[src/rtl/lcd_pkg.sv]
// Shared LCD definitions: line geometry, blank line constant and the
// display arbiter state encoding.
package lcd_pkg;

  localparam int LCD_LINE_W = 128;
  localparam int LCD_CHARS  = 16;

  localparam logic [LCD_LINE_W-1:0] LCD_BLANK_LINE = {LCD_CHARS{8'h20}};

  typedef enum logic [2:0] {
    IDLE,
    ISSUE,
    WAIT_BUSY,
    WAIT_DONE,
    HOLD
  } arb_state_t;

  // Width of a requester index; never narrower than one bit.
  function automatic int lcd_idx_w(input int n);
    return (n > 1) ? $clog2(n) : 1;
  endfunction

endpackage

[src/rtl/lcd_rr_picker.sv]
// Combinational round-robin picker: the first asserted request at or after
// the pointer (wrapping) wins.
module lcd_rr_picker
  import lcd_pkg::*;
#(
  parameter int N_REQ = 2
) (
  input  logic [N_REQ-1:0]            req,
  input  logic [lcd_idx_w(N_REQ)-1:0] pointer,
  output logic                        valid,
  output logic [lcd_idx_w(N_REQ)-1:0] winner
);

  localparam int W = lcd_idx_w(N_REQ);

  logic [W-1:0]     cand_idx [N_REQ];
  logic [N_REQ-1:0] cand_req;

  // Candidate gi is the requester gi positions after the pointer.
  for (genvar gi = 0; gi < N_REQ; gi++) begin : g_cand
    logic [W:0] sum;
    assign sum          = {1'b0, pointer} + (W+1)'(gi);
    assign cand_idx[gi] = (sum >= (W+1)'(N_REQ)) ? W'(sum - (W+1)'(N_REQ)) : W'(sum);
    assign cand_req[gi] = req[cand_idx[gi]];
  end

  assign valid = |cand_req;

  always_comb begin
    winner = '0;
    for (int k = N_REQ - 1; k >= 0; k--) begin
      if (cand_req[k]) winner = cand_idx[k];
    end
  end

endmodule

[src/rtl/lcd_display_arbiter.sv]
// Round-robin sharing of one lcd_controller between several text producers,
// with a busy handshake and a minimum on-screen hold per granted message.
module lcd_display_arbiter
  import lcd_pkg::*;
#(
  parameter int          N_REQ        = 2,
  parameter int unsigned HOLD_CYCLES  = 100_000_000,
  parameter int unsigned BUSY_TIMEOUT = 16
) (
  input  logic                          clk,
  input  logic                          reset_btn,
  input  logic [N_REQ-1:0]              req,
  input  logic [N_REQ*LCD_LINE_W-1:0]   req_line1,
  input  logic [N_REQ*LCD_LINE_W-1:0]   req_line2,
  output logic [N_REQ-1:0]              ack,
  output logic [lcd_idx_w(N_REQ)-1:0]   grant_id,
  output logic                          busy,
  output logic [LCD_LINE_W-1:0]         line1,
  output logic [LCD_LINE_W-1:0]         line2,
  output logic                          refresh,
  input  logic                          ready
);

  localparam int W = lcd_idx_w(N_REQ);

  // Zero-length hold or timeout degenerates to a single cycle.
  localparam logic [31:0] HOLD_LAST = (HOLD_CYCLES  == 0) ? 32'd0 : 32'(HOLD_CYCLES - 1);
  localparam logic [31:0] BUSY_LAST = (BUSY_TIMEOUT == 0) ? 32'd0 : 32'(BUSY_TIMEOUT - 1);

  arb_state_t              state_reg, state_next;
  logic [W-1:0]            pointer_reg, pointer_next;
  logic [W-1:0]            grant_reg, grant_next;
  logic [LCD_LINE_W-1:0]   line1_reg, line1_next;
  logic [LCD_LINE_W-1:0]   line2_reg, line2_next;
  logic                    refresh_reg, refresh_next;
  logic [N_REQ-1:0]        ack_reg, ack_next;
  logic [31:0]             hold_cnt_reg, hold_cnt_next;
  logic [31:0]             wait_cnt_reg, wait_cnt_next;

  logic                    pick_valid;
  logic [W-1:0]            pick_winner;
  logic [LCD_LINE_W-1:0]   cand_line1 [N_REQ];
  logic [LCD_LINE_W-1:0]   cand_line2 [N_REQ];

  for (genvar gi = 0; gi < N_REQ; gi++) begin : g_unpack
    assign cand_line1[gi] = req_line1[gi*LCD_LINE_W +: LCD_LINE_W];
    assign cand_line2[gi] = req_line2[gi*LCD_LINE_W +: LCD_LINE_W];
  end

  lcd_rr_picker #(
    .N_REQ (N_REQ)
  ) u_picker (
    .req     (req),
    .pointer (pointer_reg),
    .valid   (pick_valid),
    .winner  (pick_winner)
  );

  // ISSUE-cycle outputs are computed on the IDLE->ISSUE edge so that they
  // are registered and visible in the ISSUE cycle itself.
  always_comb begin
    state_next    = state_reg;
    pointer_next  = pointer_reg;
    grant_next    = grant_reg;
    line1_next    = line1_reg;
    line2_next    = line2_reg;
    refresh_next  = 1'b0;
    ack_next      = '0;
    hold_cnt_next = hold_cnt_reg;
    wait_cnt_next = wait_cnt_reg;

    unique case (state_reg)
      IDLE: begin
        if (ready && pick_valid) begin
          state_next   = ISSUE;
          line1_next   = cand_line1[pick_winner];
          line2_next   = cand_line2[pick_winner];
          grant_next   = pick_winner;
          refresh_next = 1'b1;
          ack_next     = N_REQ'(1) << pick_winner;
          pointer_next = (pick_winner == W'(N_REQ - 1)) ? '0 : pick_winner + W'(1);
        end
      end
      ISSUE: begin
        state_next    = WAIT_BUSY;
        wait_cnt_next = '0;
      end
      WAIT_BUSY: begin
        if (!ready) begin
          state_next = WAIT_DONE;
        end else if (wait_cnt_reg >= BUSY_LAST) begin
          // Controller finished instantly or never saw the pulse.
          state_next    = HOLD;
          hold_cnt_next = '0;
        end else begin
          wait_cnt_next = wait_cnt_reg + 32'd1;
        end
      end
      WAIT_DONE: begin
        if (ready) begin
          state_next    = HOLD;
          hold_cnt_next = '0;
        end
      end
      HOLD: begin
        if (hold_cnt_reg >= HOLD_LAST) begin
          state_next = IDLE;
        end else begin
          hold_cnt_next = hold_cnt_reg + 32'd1;
        end
      end
      default: state_next = IDLE;
    endcase
  end

  always_ff @(posedge clk) begin
    if (!reset_btn) begin
      state_reg    <= IDLE;
      pointer_reg  <= '0;
      grant_reg    <= '0;
      line1_reg    <= LCD_BLANK_LINE;
      line2_reg    <= LCD_BLANK_LINE;
      refresh_reg  <= 1'b0;
      ack_reg      <= '0;
      hold_cnt_reg <= '0;
      wait_cnt_reg <= '0;
    end else begin
      state_reg    <= state_next;
      pointer_reg  <= pointer_next;
      grant_reg    <= grant_next;
      line1_reg    <= line1_next;
      line2_reg    <= line2_next;
      refresh_reg  <= refresh_next;
      ack_reg      <= ack_next;
      hold_cnt_reg <= hold_cnt_next;
      wait_cnt_reg <= wait_cnt_next;
    end
  end

  assign ack      = ack_reg;
  assign grant_id = grant_reg;
  assign busy     = (state_reg != IDLE);
  assign line1    = line1_reg;
  assign line2    = line2_reg;
  assign refresh  = refresh_reg;

endmodule

[config.mk]
export PLATFORM = sky130hd
export DESIGN_NAME = lcd_display_arbiter
export DESIGN_NICKNAME = d
export VERILOG_FILES = /design/src/rtl/lcd_pkg.sv /design/src/rtl/lcd_rr_picker.sv /design/src/rtl/lcd_display_arbiter.sv
export SDC_FILE = /design/constraint.sdc
export NUM_CORES = 1
export LEC_CHECK = 0
export CAP_MARGIN = 5
export CORE_AREA = 4 4 300 302
export CTS_BUF_LIST = sky130_fd_sc_hd__clkbuf_4 sky130_fd_sc_hd__clkbuf_8 sky130_fd_sc_hd__clkbuf_16
export DETAILED_ROUTE_END_ITERATION = 6
export DIE_AREA = 0 0 304 306
export DONT_BUFFER_PORTS = 1
export GPL_TIMING_DRIVEN = 0
export MAX_ROUTING_LAYER = met4
export PLACE_DENSITY = 0.38
export SLEW_MARGIN = 20
export SYNTH_ARGS = -nofsm -noshare
export SYNTH_HDL_FRONTEND = slang
export SYNTH_SLANG_ARGS = --single-unit
export TNS_END_PERCENT = 50
[constraint.sdc]
create_clock -name clk -period 3.5 [get_ports clk]
set_input_delay 0.175 -clock clk [delete_from_list [all_inputs] [get_ports clk]]
set_output_delay 0.175 -clock clk [all_outputs]
set_load 0.1 [all_outputs]
# Word level (Yosys, flattened, before mapping)
# Index checks and enable logic that the tools add are counted.
[classes]
shift = 1
addsub = 6
mux = 30
n_reduce_logical = 12
magnitude_cmp = 7
n_eq_ne = 12
multipliers = 0
bitwise_logic = 1
div = 0
[ops]
columns = ["op", "count"]
rows = [
  ["128-bit two-way mux", 6],
  ["32-bit two-way mux", 6],
  ["32-bit one-hot mux with 3 select lines", 1],
  ["32-bit by 1-bit adder with 32-bit output, second input constant", 2],
  ["32-bit one-hot mux with 2 select lines", 1],
  ["32-bit by 27-bit >= comparator with 1-bit output, second input constant", 1],
  ["32-bit by 4-bit >= comparator with 1-bit output, second input constant", 1],
  ["3-bit two-way mux", 5],
  ["3-bit one-hot mux with 5 select lines", 1],
  ["2-bit inequality test, second input constant", 7],
  ["1-bit two-way mux", 10],
  ["3-bit by 2-bit == test with 1-bit output, second input constant", 2],
  ["3-bit AND reduction", 2],
  ["3-bit nonzero test", 2],
  ["5-bit AND reduction", 1],
  ["2-bit >= comparator, second input constant", 2],
  ["1-bit by 2-bit < comparator with 1-bit output, second input constant", 2],
  ["2-bit AND reduction", 2],
  ["4-bit AND reduction", 1],
  ["3-bit by 1-bit == test with 1-bit output, second input constant", 1],
  ["3-bit == test, second input constant", 1],
  ["3-bit zero test", 1],
  ["3-bit inequality test, second input constant", 1],
  ["1-bit by 1-bit adder with 2-bit output, second input constant", 1],
  ["8 further kinds", 9],
]
[word_totals]
out_inout_bits = 261
latch_bits = 0
memories = 0
input_bits = 517
ff_bits = 328
elab_cells = 78
ramBits = 0
romBits = 0

# Logic depth before layout (Yosys ltp)
[depth]
ltp_word = 11
mapped_depth = 8
ltp_nobuf = 7

# Modules after synthesis
# A second synthesis with hierarchy kept.
[hier_totals]
hier_cells = 1478
hier_area_um2 = 14597.8
[by_module_without_submodules]
columns = ["module", "area_per_inst_um2", "seq_area_each_um2", "cells_per_inst", "instances"]
rows = [
  ["lcd_display_arbiter", 14580.2, 6566.3, 1475, 1],
  ["lcd_rr_picker", 17.5, 0.0, 3, 1],
]

# Least setup slack after synthesis
# OpenSTA, ideal clock, no wires.
[synth_path]
path_type = "register to register"
from = "reg state_reg[0]"
to = "reg line1_reg[101], in the netlist line1[101]"
n_path_buf = 4
setup_ns = 0.079
arrival_time_ns = 2.562
t_required_ns = 3.421
path_stages_with_launch = 9
setup_slack_ns = 0.859
period_less_slack_ns = 2.641
cell_sequence = "dfxtp_1 clkbuf_1 or3_1 clkbuf_1 or2_1 clkbuf_1 clkbuf_1 nand2_1 o211ai_1"
[synth_via]
elab_chain_cells = 2
[synth_rtl]
columns = ["item", "line_no", "text"]
rows = [
  ["from (decl)", "lcd_display_arbiter.sv:30", "arb_state_t state_reg, state_next;"],
  ["from (signal assigned)", "lcd_display_arbiter.sv:128", "state_reg <= state_next;"],
  ["3-bit zero test", "lcd_display_arbiter.sv:72", "unique case (state_reg)"],
  ["2-bit AND reduction (no line)", "--", ""],
  ["to (signal assigned)", "lcd_display_arbiter.sv:131", "line1_reg <= line1_next;"],
  ["to (decl)", "lcd_display_arbiter.sv:33", "logic [LCD_LINE_W-1:0] line1_reg, line1_next;"],
]
# No other way between the ends.
# A chain may end at the register's enable or synchronous reset.

# Worst setup path after layout
[layout_path]
from = "reg pointer_reg"
to = "reg line2_reg[5], in the netlist line2[5]"
[layout_via]
elab_chain_cells = 11
word_cells_on_any_way = 20
cone_classes = "add/sub: 3; order compare: 2; mux: 11; bitwise: 1; reduce/logical: 3"
[layout_rtl]
columns = ["item", "line_no", "text"]
rows = [
  ["from (decl)", "lcd_display_arbiter.sv:31", "logic [W-1:0] pointer_reg, pointer_next;"],
  ["from (signal assigned)", "lcd_display_arbiter.sv:129", "pointer_reg <= pointer_next;"],
  ["1-bit by 1-bit adder with 2-bit output", "lcd_rr_picker.sv:22", "assign sum = {1'b0, pointer} + (W+1)'(gi);"],
  ["2-bit >= comparator or 1-bit subtractor (tied branches)", "lcd_rr_picker.sv:23", "assign cand_idx[gi] = (sum >= (W+1)'(N_REQ)) ? W'(sum - (W+1)'(N_REQ)) : W'(sum);"],
  ["1-bit two-way mux", "lcd_rr_picker.sv:23", ""],
  ["1-bit two-way mux (not written as such) (2 in series)", "lcd_rr_picker.sv:24", "assign cand_req[gi] = req[cand_idx[gi]];"],
  ["1-bit two-way mux (2 in series)", "lcd_rr_picker.sv:32", "if (cand_req[k]) winner = cand_idx[k];"],
  ["1-bit NOT with 2-bit output (not written as such)", "lcd_display_arbiter.sv:77", "line2_next = cand_line2[pick_winner];"],
  ["128-bit two-way mux (not written as such) (3 in series)", "lcd_display_arbiter.sv:77", ""],
  ["to (signal assigned)", "lcd_display_arbiter.sv:132", "line2_reg <= line2_next;"],
  ["to (decl)", "lcd_display_arbiter.sv:34", "logic [LCD_LINE_W-1:0] line2_reg, line2_next;"],
]
# Several ways; a longest one is shown, not always the timed one. The select of a mux whose other input is x is not followed.

==> impl_metrics.env <==
export IMPL_outcome="completed"
export IMPL_synth_area_leader_cell="dfxtp_1"
export IMPL_worstSetupStartpointType="register"
export IMPL_cts_buffer_depth=3
export IMPL_p_sw_mw=5.447
export IMPL_synth_yosys_seq_area_share_pct=46.51
export IMPL_die_y_um=306
export IMPL_fin_skew_ps=24.23
export IMPL_cts_num_sinks=328
export IMPL_min_period_ps=3273
export IMPL_synthXorXnorAreaFrac_pct=0.4343
export IMPL_synthCells=1486
export IMPL_synth_mux_area_share_pct=18.36
export IMPL_slew_viol_final=0
export IMPL_synth_area_leaders="dfxtp_1 (47%), mux2i_1 (18%), a211oi_1 (12%)"
export IMPL_crit_arrival_ps=3660
export IMPL_rows=109
export IMPL_setup_violations=0
export IMPL_die_w_um=304
export IMPL_rr_endpoint="line2[5]"
export IMPL_vias=14110
export IMPL_ys_async_sr_fraction_pct=0
export IMPL_nFillCells=9244
export IMPL_grt_first_pass_wirelength_um=99310
export IMPL_core_um2=87690
export IMPL_max_freq_ghz=0.3055
export IMPL_synth_compound_area_share_pct=17.28
export IMPL_hold_class="in2reg"
export IMPL_start_util_pct=16.10
export IMPL_yosys_top_cells_count="dfxtp_1 (328), nor2_1 (265), mux2i_1 (259)"
export IMPL_gp_congestion=0.9178
export IMPL_nets=2539
export IMPL_pwr_share_seq_pct=51.6
export IMPL_holdWs_ps=36.84
export IMPL_root_buffer="clkbuf_16"
export IMPL_worstMarginPinSlew_ps=1190
export IMPL_avgSynthCellArea_um2=9.500
export IMPL_p_comb_share_pct=15.5
export IMPL_grt_max_degree=13
export IMPL_maxCapViolCount=0
export IMPL_antenna_found_initial=12
export IMPL_cp_endpoint="line2[5]"
export IMPL_power_total_mw=13.08
export IMPL_drive_above_1_share_pct=6.009
export IMPL_powerDensity_nw_per_um2=598.1
export IMPL_worstSetupEndpointType="register"
export IMPL_cts_tree="done"
export IMPL_drc=0
export IMPL_crit_path_start="pointer_reg"
export IMPL_synth_top_family_by_area="multiplexers"
export IMPL_synth_edf_count=0
export IMPL_synth_simple_area_share_pct=13.48
export IMPL_post_route_period_util_pct=93.52
export IMPL_ir_drop_v=0.0003014
export IMPL_required_ps=3890
export IMPL_netlist_area_um2=14120
export IMPL_vias_per_cell=4.379
export IMPL_avgRoutedWirePerCell_um=21.80
export IMPL_synth_top_area_share_pct=46.51
export IMPL_switching_share_pct=41.63
export IMPL_numCtsBuffers=41
export IMPL_drt_initial_drc_count=911
export IMPL_clockPowerShare_pct=32.8
export IMPL_yosys_register_bits=328
export IMPL_grt_overflow_total=0
export IMPL_yosysWarnings=0
export IMPL_layout_setup_ws_ps=226.7
export IMPL_rsz0062_at_grt="yes"
export IMPL_clkSlewWorstSetupHoldPaths_ps=60
export IMPL_place_ws_ps=-187.1
export IMPL_r2r_cells=7
export IMPL_ys_types=52
export IMPL_cts_max_level=2
export IMPL_die_area_um2=93020
export IMPL_internal_power_mw=7.637
export IMPL_dpl_hpwl_um=52080
export IMPL_area_delta_synth_final_pct=54.97
export IMPL_port_buffers=0
export IMPL_ios=778
export IMPL_rrSetupSlack_ps=230
export IMPL_hold_violations=0
export IMPL_grt_pass1_vias=14730
export IMPL_wl_um=70240
export IMPL_fin_cells=3222
export IMPL_p_leak_nw=8.867
export IMPL_synth_most_common_cell="dfxtp_1"
export IMPL_synth_nets=2005
export IMPL_drtAntennaViolNets=0
export IMPL_track_usage_pct=14.58
export IMPL_crit_reg2reg_launch="pointer_reg"
export IMPL_clk_latency_ps=560
export IMPL_drt_first_pass_iters=5
export IMPL_criticalPathCategory="reg2reg"
export IMPL_slew_headroom_pct=20.54
export IMPL_synth_adder_area_share_pct=0.1773
export IMPL_synth_flop_cell="dfxtp_1"
export IMPL_cp_max_fo=10
export IMPL_dp_cells=2652
-- worst min-delay path by stage --
stage                              end           start  slack, ps  cells past startpoint
after detailed placement  state_reg[1]       reset_btn        360                      2
after global routing         line2[30]   req_line2[30]         40                      2
after CTS                    line1[78]  req_line1[206]          1                      2
final                        line2[30]   req_line2[30]         40                      2
after floorplan           state_reg[0]       reset_btn        330                      2
after global placement    state_reg[1]       reset_btn        360                      2
-- through the flow --
| stage | cell area [um^2] | TNS, ps | util (%) |
|---|---|---|---|
| 5_1_grt | 21870 | -150.7 | 24.94 |
| 6_report | 21880 | 0 | 24.95 |
| 2_1_floorplan | 14120 | 0 | - |
| 3_5_place_dp | 15600 | -2284 | 17.79 |
| 4_1_cts | 21850 | 0 | 24.91 |
| 3_3_place_gp | 15570 | -121960 | 17.76 |
-- kinds of logic (layout without fill, tap and decap cells) --
| group | count (synthesis) | after routing |
|---|---|---|
| buf+inv | 132 | 693 |
| xor+xnor | 7 | 7 |
| fa+ha+maj | 2 | 2 |
| mux | 259 | 259 |
| simple gates | 430 | 430 |
| compound gates | 328 | 328 |
| other cells | 0 | 10 |
| flops | 328 | 328 |
-- placed cells by master (no fill, tap or decap), types with 5 or more instances in the layout --
cell           netlist  final
and3_1               8      8
clkbuf_1            81     76
buf_2               27     28
dfxtp_1            328    325
mux2i_1            259    257
a211oi_1           227    227
nand3_1             19     19
buf_1               18     18
clkbuf_8             0      7
xnor2_1              7      7
nand2b_1             5      5
or4_1                8      8
inv_1                5      5
nor2_1             265    265
clkbuf_2             0      5
and2_1              28     28
clkinv_2             0      6
o21ai_1              7      7
clkbuf_4             0      9
nand4_1             10     10
nand2_1             53     53
a21oi_1             24     24
nor4_1              10     10
diode_2              0     10
clkbuf_16            0     41
o211ai_1            34     34
o31ai_1              8      8
dlygate4sd3_1        0    486
-- cell type report --
cell class	count	area, um^2	share of cell area (%)
Multi-Input combinational cell	1026	7034	32.15
Sequential cell	328	6570	30.03
Timing Repair Buffer	491	4911	22.45
Tap cell	1165	1458	6.663
Clock buffer	57	1190	5.439
Buffer	126	514.2	2.351
Clock inverter	13	152.6	0.6977
Antenna cell	10	25.02	0.1144
Inverter	6	22.52	0.1029
-- critical path: stages (launching register included) --
cell and delay, ps:
dfxtp_1 310, o21ai_0 150, clkbuf_2 370, buf_2 520, buf_1 800, mux2i_1 310, dlygate4sd3_1 580, o211ai_1 70
-- metal layers --
layer	global-route usage (%)	routed length (um)
met2	23.90	33670
met4	6.603	3053
met5	-	0
met3	4.690	5879
met1	16.23	27630
-- repair_timing --
item / CTS / global route
gates resized for setup: 2 / 6
pin swaps: 1 / 0
endpoints found under the hold margin: 246 / 0
hold buffers: 486 / 0
setup endpoints to repair: 30 / 17
setup buffers: 4 / 0
-- power groups by stage --
stage          logic (mW)  clock network [mW]  registers (mW)
6_report             2.03                4.30            6.75
3_5_place_dp         1.46                   0            6.83
2_1_floorplan        1.00                   0            6.65
5_1_grt              2.22                4.59            6.78
3_3_place_gp         1.42                   0            6.83
4_1_cts              2.03                4.47            6.76
Note: power is estimated with default switching activity, not from simulation.
